## config.mk

```make
export PLATFORM = sky130hd
export DESIGN_NAME = score_display_ctrl
export DESIGN_NICKNAME = d
export VERILOG_FILES = /design/src/rtl/score_display_ctrl.sv
export SDC_FILE = /design/constraint.sdc
export NUM_CORES = 1
export LEC_CHECK = 0
export ABC_CLOCK_PERIOD_IN_PS = 2750
export CAP_MARGIN = 20
export CORE_MARGIN = 2
export CORE_UTILIZATION = 45
export CTS_CLUSTER_SIZE = 24
export DETAILED_ROUTE_END_ITERATION = 16
export GPL_TIMING_DRIVEN = 0
export PLACE_DENSITY = 0.75
export SYNTH_ARGS = -nofsm -noshare
export SYNTH_HDL_FRONTEND = slang
export SYNTH_HIERARCHICAL = 1
export SYNTH_SLANG_ARGS = --single-unit
```

## constraint.sdc

```tcl
create_clock -name clk -period 2.75 [get_ports clk]
set_clock_uncertainty 0.05 [all_clocks]
set_input_delay 0.275 -clock clk [delete_from_list [all_inputs] [get_ports clk]]
set_output_delay 0.275 -clock clk [all_outputs]
set_load 0.05 [all_outputs]
```

## src/rtl/score_display_ctrl.sv

```systemverilog
// Score to 4-digit multiplexed seven-segment display: handshake capture, double-dabble BCD, scan.
// Optional SCORE_LZ_BLANK_EN blanks leading zero digits (digit 0 always shown).

module seg7_decode (
    input  logic [3:0] hex_i,
    output logic [6:0] seg_o
);
    always_comb begin
        seg_o = 7'b1111111;
        case (hex_i)
            4'h0: seg_o = 7'b1000000;
            4'h1: seg_o = 7'b1111001;
            4'h2: seg_o = 7'b0100100;
            4'h3: seg_o = 7'b0110000;
            4'h4: seg_o = 7'b0011001;
            4'h5: seg_o = 7'b0010010;
            4'h6: seg_o = 7'b0000010;
            4'h7: seg_o = 7'b1111000;
            4'h8: seg_o = 7'b0000000;
            4'h9: seg_o = 7'b0010000;
            4'hA: seg_o = 7'b0001000;
            4'hB: seg_o = 7'b0000011;
            4'hC: seg_o = 7'b1000110;
            4'hD: seg_o = 7'b0100001;
            4'hE: seg_o = 7'b0000110;
            4'hF: seg_o = 7'b0001110;
            default: seg_o = 7'b1111111;
        endcase
    end
endmodule

module score_display_ctrl #(
    parameter int SCAN_DIV = 50000
) (
    input  logic        clk,
    input  logic        rst,
    input  logic [13:0] score_in,
    input  logic        score_valid,
    input  logic        mode_hex,
    output logic        score_ready,
    output logic [6:0]  seg_out,
    output logic [3:0]  digit_en
);
    localparam int            PW     = $clog2(SCAN_DIV);
    localparam logic [PW-1:0] PS_MAX = PW'(SCAN_DIV - 1);

    typedef enum logic [1:0] {IDLE, CONVERT, COMMIT} state_t;

    state_t           state_q;
    logic [13:0]      bin_q;
    logic [15:0]      bcd_q;
    logic [3:0]       step_q;
    logic [3:0][3:0]  disp_q;
    logic [PW-1:0]    ps_q;
    logic [1:0]       idx_q;
    logic [6:0]       seg_q;
    logic [3:0]       den_q;

    logic [13:0]      sat_d;
    logic [15:0]      bcd_d;
    logic [6:0]       dec_seg;
    logic             blank_d;

    assign score_ready = (state_q == IDLE);
    assign seg_out     = seg_q;
    assign digit_en    = den_q;

    assign sat_d = (score_in > 14'd9999) ? 14'd9999 : score_in;

    // add-3 correction applied before each shift
    always_comb begin
        bcd_d = bcd_q;
        for (int k = 0; k < 4; k++) begin
            if (bcd_q[4*k +: 4] >= 4'd5)
                bcd_d[4*k +: 4] = bcd_q[4*k +: 4] + 4'd3;
        end
    end

    always_ff @(posedge clk or posedge rst) begin
        if (rst) begin
            state_q <= IDLE;
            bin_q   <= '0;
            bcd_q   <= '0;
            step_q  <= '0;
            disp_q  <= '0;
        end else begin
            case (state_q)
                IDLE: begin
                    if (score_valid) begin
                        if (mode_hex) begin
                            bcd_q   <= {2'b00, score_in};
                            state_q <= COMMIT;
                        end else begin
                            bin_q   <= sat_d;
                            bcd_q   <= '0;
                            step_q  <= '0;
                            state_q <= CONVERT;
                        end
                    end
                end
                CONVERT: begin
                    {bcd_q, bin_q} <= {bcd_d[14:0], bin_q, 1'b0};
                    step_q         <= step_q + 4'd1;
                    if (step_q == 4'd13)
                        state_q <= COMMIT;
                end
                COMMIT: begin
                    // all four digits change in the same edge
                    disp_q  <= bcd_q;
                    state_q <= IDLE;
                end
                default: state_q <= IDLE;
            endcase
        end
    end

    seg7_decode u_dec (
        .hex_i (disp_q[idx_q]),
        .seg_o (dec_seg)
    );

`ifdef SCORE_LZ_BLANK_EN
    always_comb begin
        blank_d = 1'b0;
        if (idx_q != 2'd0) begin
            blank_d = 1'b1;
            for (int k = 1; k < 4; k++) begin
                if (k >= int'(idx_q) && disp_q[k] != 4'd0)
                    blank_d = 1'b0;
            end
        end
    end
`else
    assign blank_d = 1'b0;
`endif

    // enable and segments register from the same idx, so they never disagree
    always_ff @(posedge clk or posedge rst) begin
        if (rst) begin
            ps_q  <= '0;
            idx_q <= '0;
            seg_q <= 7'b1111111;
            den_q <= 4'b1111;
        end else begin
            if (ps_q == PS_MAX) begin
                ps_q  <= '0;
                idx_q <= idx_q + 2'd1;
            end else begin
                ps_q  <= ps_q + PW'(1);
            end
            den_q <= ~(4'b0001 << idx_q);
            seg_q <= blank_d ? 7'b1111111 : dec_seg;
        end
    end
endmodule

```

* Yosys cells after proc, flatten, opt, wreduce, memory -nomap -nowiden *
Memory sizes are Yosys's and may differ from the RTL's. A register that Yosys moved wholly into a read port is not among the register bits.
Cells that the tools add are included.

storage, ports and cells
  word-level logic and storage cells = 60
  flip-flop bits (word level) = 74
  memory bits (read-only) = 112
  memories kept = 1
  output and inout bits = 12
  input port bits = 18

cells by class
  magnitude comparators = 6
  add/subtract/negate cells = 7
  bitwise operators = 1
  equal/unequal tests = 7
  shifts and indexed selects = 1
  reduce and logical (&&, ||, !) cells = 5
  muxes and demuxes = 21

memory list
  memory            depth  width  read ports  clocked after Yosys merged registers in  write ports  RTL line  source
  (name not given)  16     7      1           1                                        0            10        case (hex_i)

operators by type and width
  cell                                                        count
  two-way mux 14 bit                                          4
  two-way mux 16 bit                                          2
  case mux 16 bit (2 select lines)                            1
  case mux 14 bit (2 select lines)                            1
  two-way mux 4 bit                                           6
  adder 16 x 1 -> 16 bit, second input constant               1
  equality test 16 bit, second input constant                 1
  >= comparator 4 x 3 -> 1 bit, second input constant         4
  > comparator 14 bit, second input constant                  1
  adder 4 x 2 -> 4 bit, second input constant                 3
  binary-select mux 4 bit (select 2 bit)                      1
  case mux 4 bit (2 select lines)                             1
  two-way mux 2 bit                                           3
  != test 2 bit, second input constant                        3
  adder 4 x 1 -> 4 bit, second input constant                 1
  equality test 4 bit, second input constant                  1
  NOT 4 bit                                                   1
  case mux 2 bit (2 select lines)                             1
  AND reduction 2 bit                                         2
  left shift 1 x 2 -> 4 bit, first input constant             1
  adder 3 x 2 -> 3 bit, second input constant                 1
  less-than comparator 2 x 3 -> 1 bit, second input constant  1
  two-way mux 3 bit                                           1
  AND reduction 3 bit                                         1
  other kinds (5)                                             5

* Logic depth before layout (Yosys ltp) *
Gate-level depths: netlist (run 1).

  depth after elaboration = 5
  mapped depth = 7
  gate-level depth less buffers = 6

* Cells and area by module *
Netlist (run 1), hierarchy kept.

modules (own cells, without submodules)
  module              area each (um^2)  times used  sequential area each (um^2)  cells each
  score_display_ctrl  3927.5            1           2040.7                       373
  seg7_decode         275.3             1           0.0                          32

* Worst setup path after synthesis (run 1) *
Ideal clock, no wire load.

  path kind = register -> register
  from = reg idx_q[0]
  to = reg seg_q[0] (netlist: seg_out[0])
  buffers on the path = 1
  arrival = 2.164 ns
  library setup time = 0.079 ns
  stages on the path, launching flop included = 8
  required time = 2.621 ns
  setup slack = 0.457 ns
  period minus slack after synthesis = 2.293 ns
  cell sequence = dfrtp_1 -> clkbuf_1 -> mux4_2 -> inv_1 -> ha_1 -> and2b_2 -> or3b_1 -> o21ai_0

between the ends
  cells in the longest elaborated chain, start to end = 2

RTL lines
  what                                     RTL line  source
  start: declaration                       55        logic [1:0] idx_q;
  start signal: assignment                 147       idx_q <= idx_q + 2'd1;
  binary-select mux 4 bit (select 2 bit)   118       .hex_i (disp_q[idx_q]),
  two-way mux 4 bit (implied by the code)  118
  end: declaration                         56        logic [6:0] seg_q;

No other way between the ends. The select of a mux whose other input is x is not followed.
A chain may end at the register's enable or synchronous reset.

* Worst setup path after layout (run 1) *
Ends and elaborated chain as after synthesis.

==> results.tsv, run 1 <==
metric	value	unit
cts_sinks	81	
antenna_found_initial	0	
end_kind	flip-flop	
drt-initial-drc-count	139	
syn_nets	445	
cp_data_required_time	2970	ps
post-route-util	0.5274	
synth-async-reset-ratio	1.000	
dieArea	10130	um^2
register_area	2041	um^2
place_congestion	0.8402	
nets	485	
slowest_delay	620	ps
max-cap-violations	0	
power.switching	1.874	mW
layout-drive-gt1-share	0.1311	
dr.pass1.iters	4	
crit_start	idx_q[0]	
r2r_start	idx_q[0]	
cts-root-buf	clkbuf_8	
vias	3105	
stdcell_count	561	
p_clk_frac	0.169	
hold_viol_final	0	
final_area	4827	um^2
dpl.cell_count	545	
worstReg2RegEnd	seg_out[0]	
synth_warnings	6	
maxSlewViolCount	0	
die_y	100.6	um
first_global_vias	2997	
worst_setup_path_start_kind	flip-flop	
synth_ff_type	dfrtp_1	
cts_resized	0	
rsz0062_at_grt	no	
clk_path_buf_depth	2	
clk_pin_slew	90	ps
wl_per_cell	14.81	um
setup_viol	0	
netlist_area	4203	um^2
num_antenna_cells	0	
p_sw_frac	0.3986	
numCtsBuffers	9	
p_leak	2.103	nW
initial_core_util	0.4592	
layout_commonest_cell	dfrtp_1	
max-vdd-ir-drop	0.5125	mV
synth_cell_types	49	
vias_per_cell	5.535	
post-cts-setup-buffer-count	0	
die_w	100.6	um
max_freq	400.8	MHz
ctsHoldBuffers	0	
cp_cell_sequence	clkbuf_1, mux4_2, inv_1, ha_1, and2b_2, or3b_1, o21ai_0	
grt_pass1_wl	14370	um
grt_usage	0.1797	
fill_cells	809	
worstPathMaxFanout	5	
syn_to_final_growth	14.86	%
power_frac_seq	0.393	
intPower	2.827	mW
place_ws	244.5	ps
grt_max_degree	49	
slew_headroom	0.6406	
ant_nets	0	
avgSynthCellArea	10.38	um^2
tightest_slew	531.6	ps
finalWirelength	8308	um
final_cell_mix	dfrtp_1, nor2_1, o21ai_0	
ys_seq_area_frac	0.4856	
post-route-period-util	0.9072	
worst_slack	255.2	ps
dp_hpwl	6075	um
reg2reg_depth	7	
combinationalPowerShare	0.437	
path_class	flip-flop to flip-flop	
cp.arrival	2710	ps
worstSkewPairLatency	350	ps
drc	0	
io_buffers	27	
syn_inst	405	
period_needed	2495	ps
pwr_density_cell	973.9	nW/um^2
cts_tree	done	
synth_edf_count	0	
status	completed	
grt-ovfl-total	0	
fp-row-count	35	
hold_class	input pin to asynchronous set/reset pin	
reg2reg_slack	260	ps
multi_input_area	1954	um^2
fp.coreArea	9153	um^2
htreeDepth	3	
placed_area	4647	um^2
crit_slowest_cell	mux4_2	
io_pins	30	
synth-seq-cells	81	
==> stage by stage <==
| stage | hold slack [ps] | TNS [ps] | power (mW) |
|---|---|---|---|
| final | 224.8 | 0 | 4.701 |
| after global placement | 415.9 | -62800 | 3.827 |
| after global routing | 252.6 | 0 | 5.053 |
| after floorplan | 356.3 | 0 | 3.381 |
| after CTS | 233.3 | 0 | 4.735 |
| after detailed placement | 421.2 | 0 | 3.930 |
==> synth_stat cells (5+ instances only) <==
library cell,count,area share
xor2_1,7,0.015
a31oi_1,6,0.0089
nand2b_1,8,0.012
nand2_1,27,0.024
nand4_1,8,0.012
a21oi_1,18,0.021
mux2_2,12,0.032
dfrtp_1,70,0.42
o21ai_0,31,0.037
inv_1,26,0.023
o22ai_1,11,0.016
nor3_1,9,0.011
nor2_1,32,0.029
xnor2_1,11,0.023
ha_1,22,0.065
nor3b_1,5,0.0089
mux2i_1,9,0.021
dfstp_2,11,0.069
buf_2,7,0.0083
nand3_1,7,0.0083
clkbuf_1,14,0.013
==> routing by layer <==
layer,track usage,vias up,part of all wire
met3,0.04230,7,0.047
met4,0.04742,0,0.010
met5,0,-,0
met1,0.2319,1519,0.45
met2,0.3046,72,0.49
li1,-,1507,-
==> critical path: cells and delay by family (launching register included) <==
kind | cells | cell delay, ps
buf+inv | 2 | 490
compound gates | 1 | 80
mux | 1 | 620
simple gates | 2 | 590
fa+ha+maj | 1 | 210
flops | 1 | 380
==> state kept, by name, indices dropped and copies added (netlist names) <==
signal	flops
state_q	2
bcd_q	16
seg_out	7
step_q	4
disp_q	16
idx_q	2
bin_q	14
digit_en	4
ps_q	16
==> layout make-up <==
| type | count | area share |
|---|---|---|
| timing repair buffer | 29 | 0.06273 |
| multi-input combinational | 275 | 0.4049 |
| inverter | 26 | 0.02074 |
| clock inverter | 5 | 0.008035 |
| tap | 111 | 0.02877 |
| buffer | 23 | 0.02281 |
| sequential | 81 | 0.4228 |
| clock buffer | 11 | 0.02929 |
==> how the worst max path moves through the flow <==
stage	cells after the start	endpoint
after floorplan	1	bcd_q[0]
after global placement	2	disp_q[8]
after detailed placement	7	seg_out[0]
after CTS	7	seg_out[0]
after global routing	7	seg_out[0]
final	7	seg_out[0]
==> power groups by stage <==
stage               Combinational [mW]  Sequential, mW  Clock, mW
finish                            2.06            1.85      0.796
global route                      2.28            1.90      0.874
CTS                               2.07            1.85      0.823
detailed placement                2.06            1.87          0
global placement                  1.97            1.86          0
floorplan                         1.43            1.95          0
==> logic make-up (layout without fill, tap and decap cells) <==
family / Yosys count / in the layout / share of synthesized area
AOI/OAI and AO/OA: 94 / 94 / 0.1378
xor gates and xnor gates: 18 / 18 / 0.03751
adders and majority gates: 22 / 22 / 0.06549
buffers and inverters: 49 / 94 / 0.04942
DFF: 81 / 81 / 0.4856
muxes: 26 / 26 / 0.08128
and+or+nand+nor: 115 / 115 / 0.1429
Note: power is estimated with default switching activity, not from simulation.
==> inputs of run 2 (changes only) <==
--- a/config.mk
+++ b/config.mk
@@ -7,6 +7,7 @@
 export LEC_CHECK = 0
 export ABC_CLOCK_PERIOD_IN_PS = 2750
 export CAP_MARGIN = 20
+export CORE_ASPECT_RATIO = 1.2
 export CORE_MARGIN = 2
 export CORE_UTILIZATION = 45
 export CTS_CLUSTER_SIZE = 24
==> run 2 against run 1 <==
Against the previous run:
- non-clock buffer count decreased by 1
- count of clock-buffer cells in the layout decreased by 2
- largest power group unchanged
- critical endpoint unchanged
- register-to-register slack improved by 20 ps
==> results.tsv, run 2 (synthesis gave the netlist of run 1 again) <==
metric	value	unit	change
drt-initial-drc-count	136		was 139
met1Wirelength	3591	um	was 3743 um
grt-ovfl-total	0		unchanged
placed_area	4646	um^2	was 4647 um^2
hold_viol_final	0		unchanged
tightest_slew	1045	ps	was 531.6 ps
ctsHoldBuffers	0		unchanged
end_kind	flip-flop		unchanged
vias	3163		was 3105
htreeDepth	3		unchanged
p_leak	2.093	nW	was 2.103 nW
reg_top3	bcd_q (16), disp_q (16), ps_q (16)		unchanged
place_ws	289.3	ps	was 244.5 ps
status	completed		unchanged
rsz0062_at_grt	no		unchanged
setup_viol	0		unchanged
place_congestion	0.8876		was 0.8402
worstSkewPairLatency	370	ps	was 350 ps
reg2reg_slack	270	ps	was 260 ps
cts_resized	0		unchanged
fp.coreArea	9081	um^2	was 9153 um^2
worstPathMaxFanout	5		unchanged
layout_commonest_cell	dfrtp_1		unchanged
slew_headroom	0.2933		was 0.6406
die_w	92.22	um	was 100.6 um
routed-wl-met3	359	um	was 391 um
wl_met2	4668	um	was 4087 um
period_needed	2478	ps	was 2495 ps
first_global_vias	3210		was 2997
io_pins	30		unchanged
ant_nets	0		unchanged
cp_data_required_time	2990	ps	was 2970 ps
clk_pin_slew	90	ps	about the same
grt_max_degree	44		was 49
cts_tree	done		unchanged
nets	484		was 485
finalWirelength	8768	um	was 8308 um
worst_slack	272.4	ps	was 255.2 ps
top_layer	met4		unchanged
vias_per_cell	5.559		was 5.535
antenna_found_initial	0		unchanged
pwr_density_cell	995.5	nW/um^2	was 973.9 nW/um^2
grt_pass1_wl	14900	um	was 14370 um
die_y	109.9	um	was 100.6 um
dieArea	10130	um^2	about the same
syn_to_final_growth	15.33	%	was 14.86%
num_antenna_cells	0		unchanged
clk_path_buf_depth	2		unchanged
fp-row-count	38		was 35
power	4.825	mW	was 4.701 mW
path_class	flip-flop to flip-flop		unchanged
maxSlewViolCount	0		unchanged
final_cell_mix	dfrtp_1, nor2_1, o21ai_0		unchanged
post-route-period-util	0.9010		was 0.9072
final_area	4847	um^2	was 4827 um^2
drc	0		unchanged
dp_hpwl	6465	um	was 6075 um
max-cap-violations	0		unchanged
io_buffers	27		unchanged
post-cts-setup-buffer-count	0		unchanged
wl_per_cell	15.41	um	was 14.81 um
dr.pass1.iters	4		unchanged
hold_class	input pin to asynchronous set/reset pin		unchanged
worst_setup_path_start_kind	flip-flop		unchanged
cts_sinks	81		unchanged
initial_core_util	0.4628		was 0.4592
grt_usage	0.1858		was 0.1797
max-vdd-ir-drop	0.5868	mV	was 0.5125 mV
layout-drive-gt1-share	0.1314		was 0.1311
cp.arrival	2720	ps	was 2710 ps
max_freq	403.6	MHz	was 400.8 MHz
cts-root-buf	clkbuf_8		unchanged
numCtsBuffers	9		unchanged
hold_ws	242.7	ps	was 224.8 ps
## run 2: worst max-delay path, cell delays in order, from the launching register on
cell      delay, ps
dfrtp_1         390
clkbuf_1        300
mux4_2          620
inv_1           170
ha_1            210
and2b_2         230
or3b_1          360
o21ai_0          80
## run 2: worst paths after layout
check | start | endpoint | depth (start not counted)
worst min-delay path | rst | bin_q[0] | 2
max in group asynchronous | rst | seg_out[1] | 3
worst min register to register | disp_q[9] | disp_q[9] | 2
min in group clk | score_in[13] | bin_q[0] | 3
worst max-delay path | idx_q[0] | seg_out[0] | 7
worst max register to register | idx_q[0] | seg_out[0] | 7
## run 2: through the flow
step,setup TNS [ps],instances,util
after floorplan,0,405,-
after global placement,-58700,552,0.5091
after detailed placement,0,553,0.5116
after CTS,0,569,0.5338
after global routing,0,569,0.5338
final,0,569,0.5338
## run 2: metal layers
layer  GRT usage  vias to the layer above
met5           0                        -
met4     0.08422                        0
met3     0.02467                       13
met2      0.3456                       77
met1      0.2134                     1560
li1            -                     1513
## run 2: power breakdown
part	leakage, nW	internal (mW)	switching (mW)	total [mW]
combinational	1.01	0.867	1.21	2.08
sequential	0.994	1.60	0.250	1.85
clock	0.0885	0.425	0.469	0.894
## run 2: cell type report
cell class / instances / area (um^2)
fill: 798 / 4234
inverter: 26 / 100.1
tap: 120 / 150.1
timing repair buffer: 28 / 290.3
buffer: 23 / 110.1
clock inverter: 7 / 77.57
multi-input combinational: 275 / 1954
clock buffer: 9 / 123.9
sequential: 81 / 2041
==> inputs of run 3 (changes only) <==
--- a/config.mk
+++ b/config.mk
@@ -7,7 +7,6 @@
 export LEC_CHECK = 0
 export ABC_CLOCK_PERIOD_IN_PS = 2750
 export CAP_MARGIN = 20
-export CORE_ASPECT_RATIO = 1.2
 export CORE_MARGIN = 2
 export CORE_UTILIZATION = 45
 export CTS_CLUSTER_SIZE = 24
==> results of run 3 <==
Final layout, timing and power as in run 1 (identical DEF).
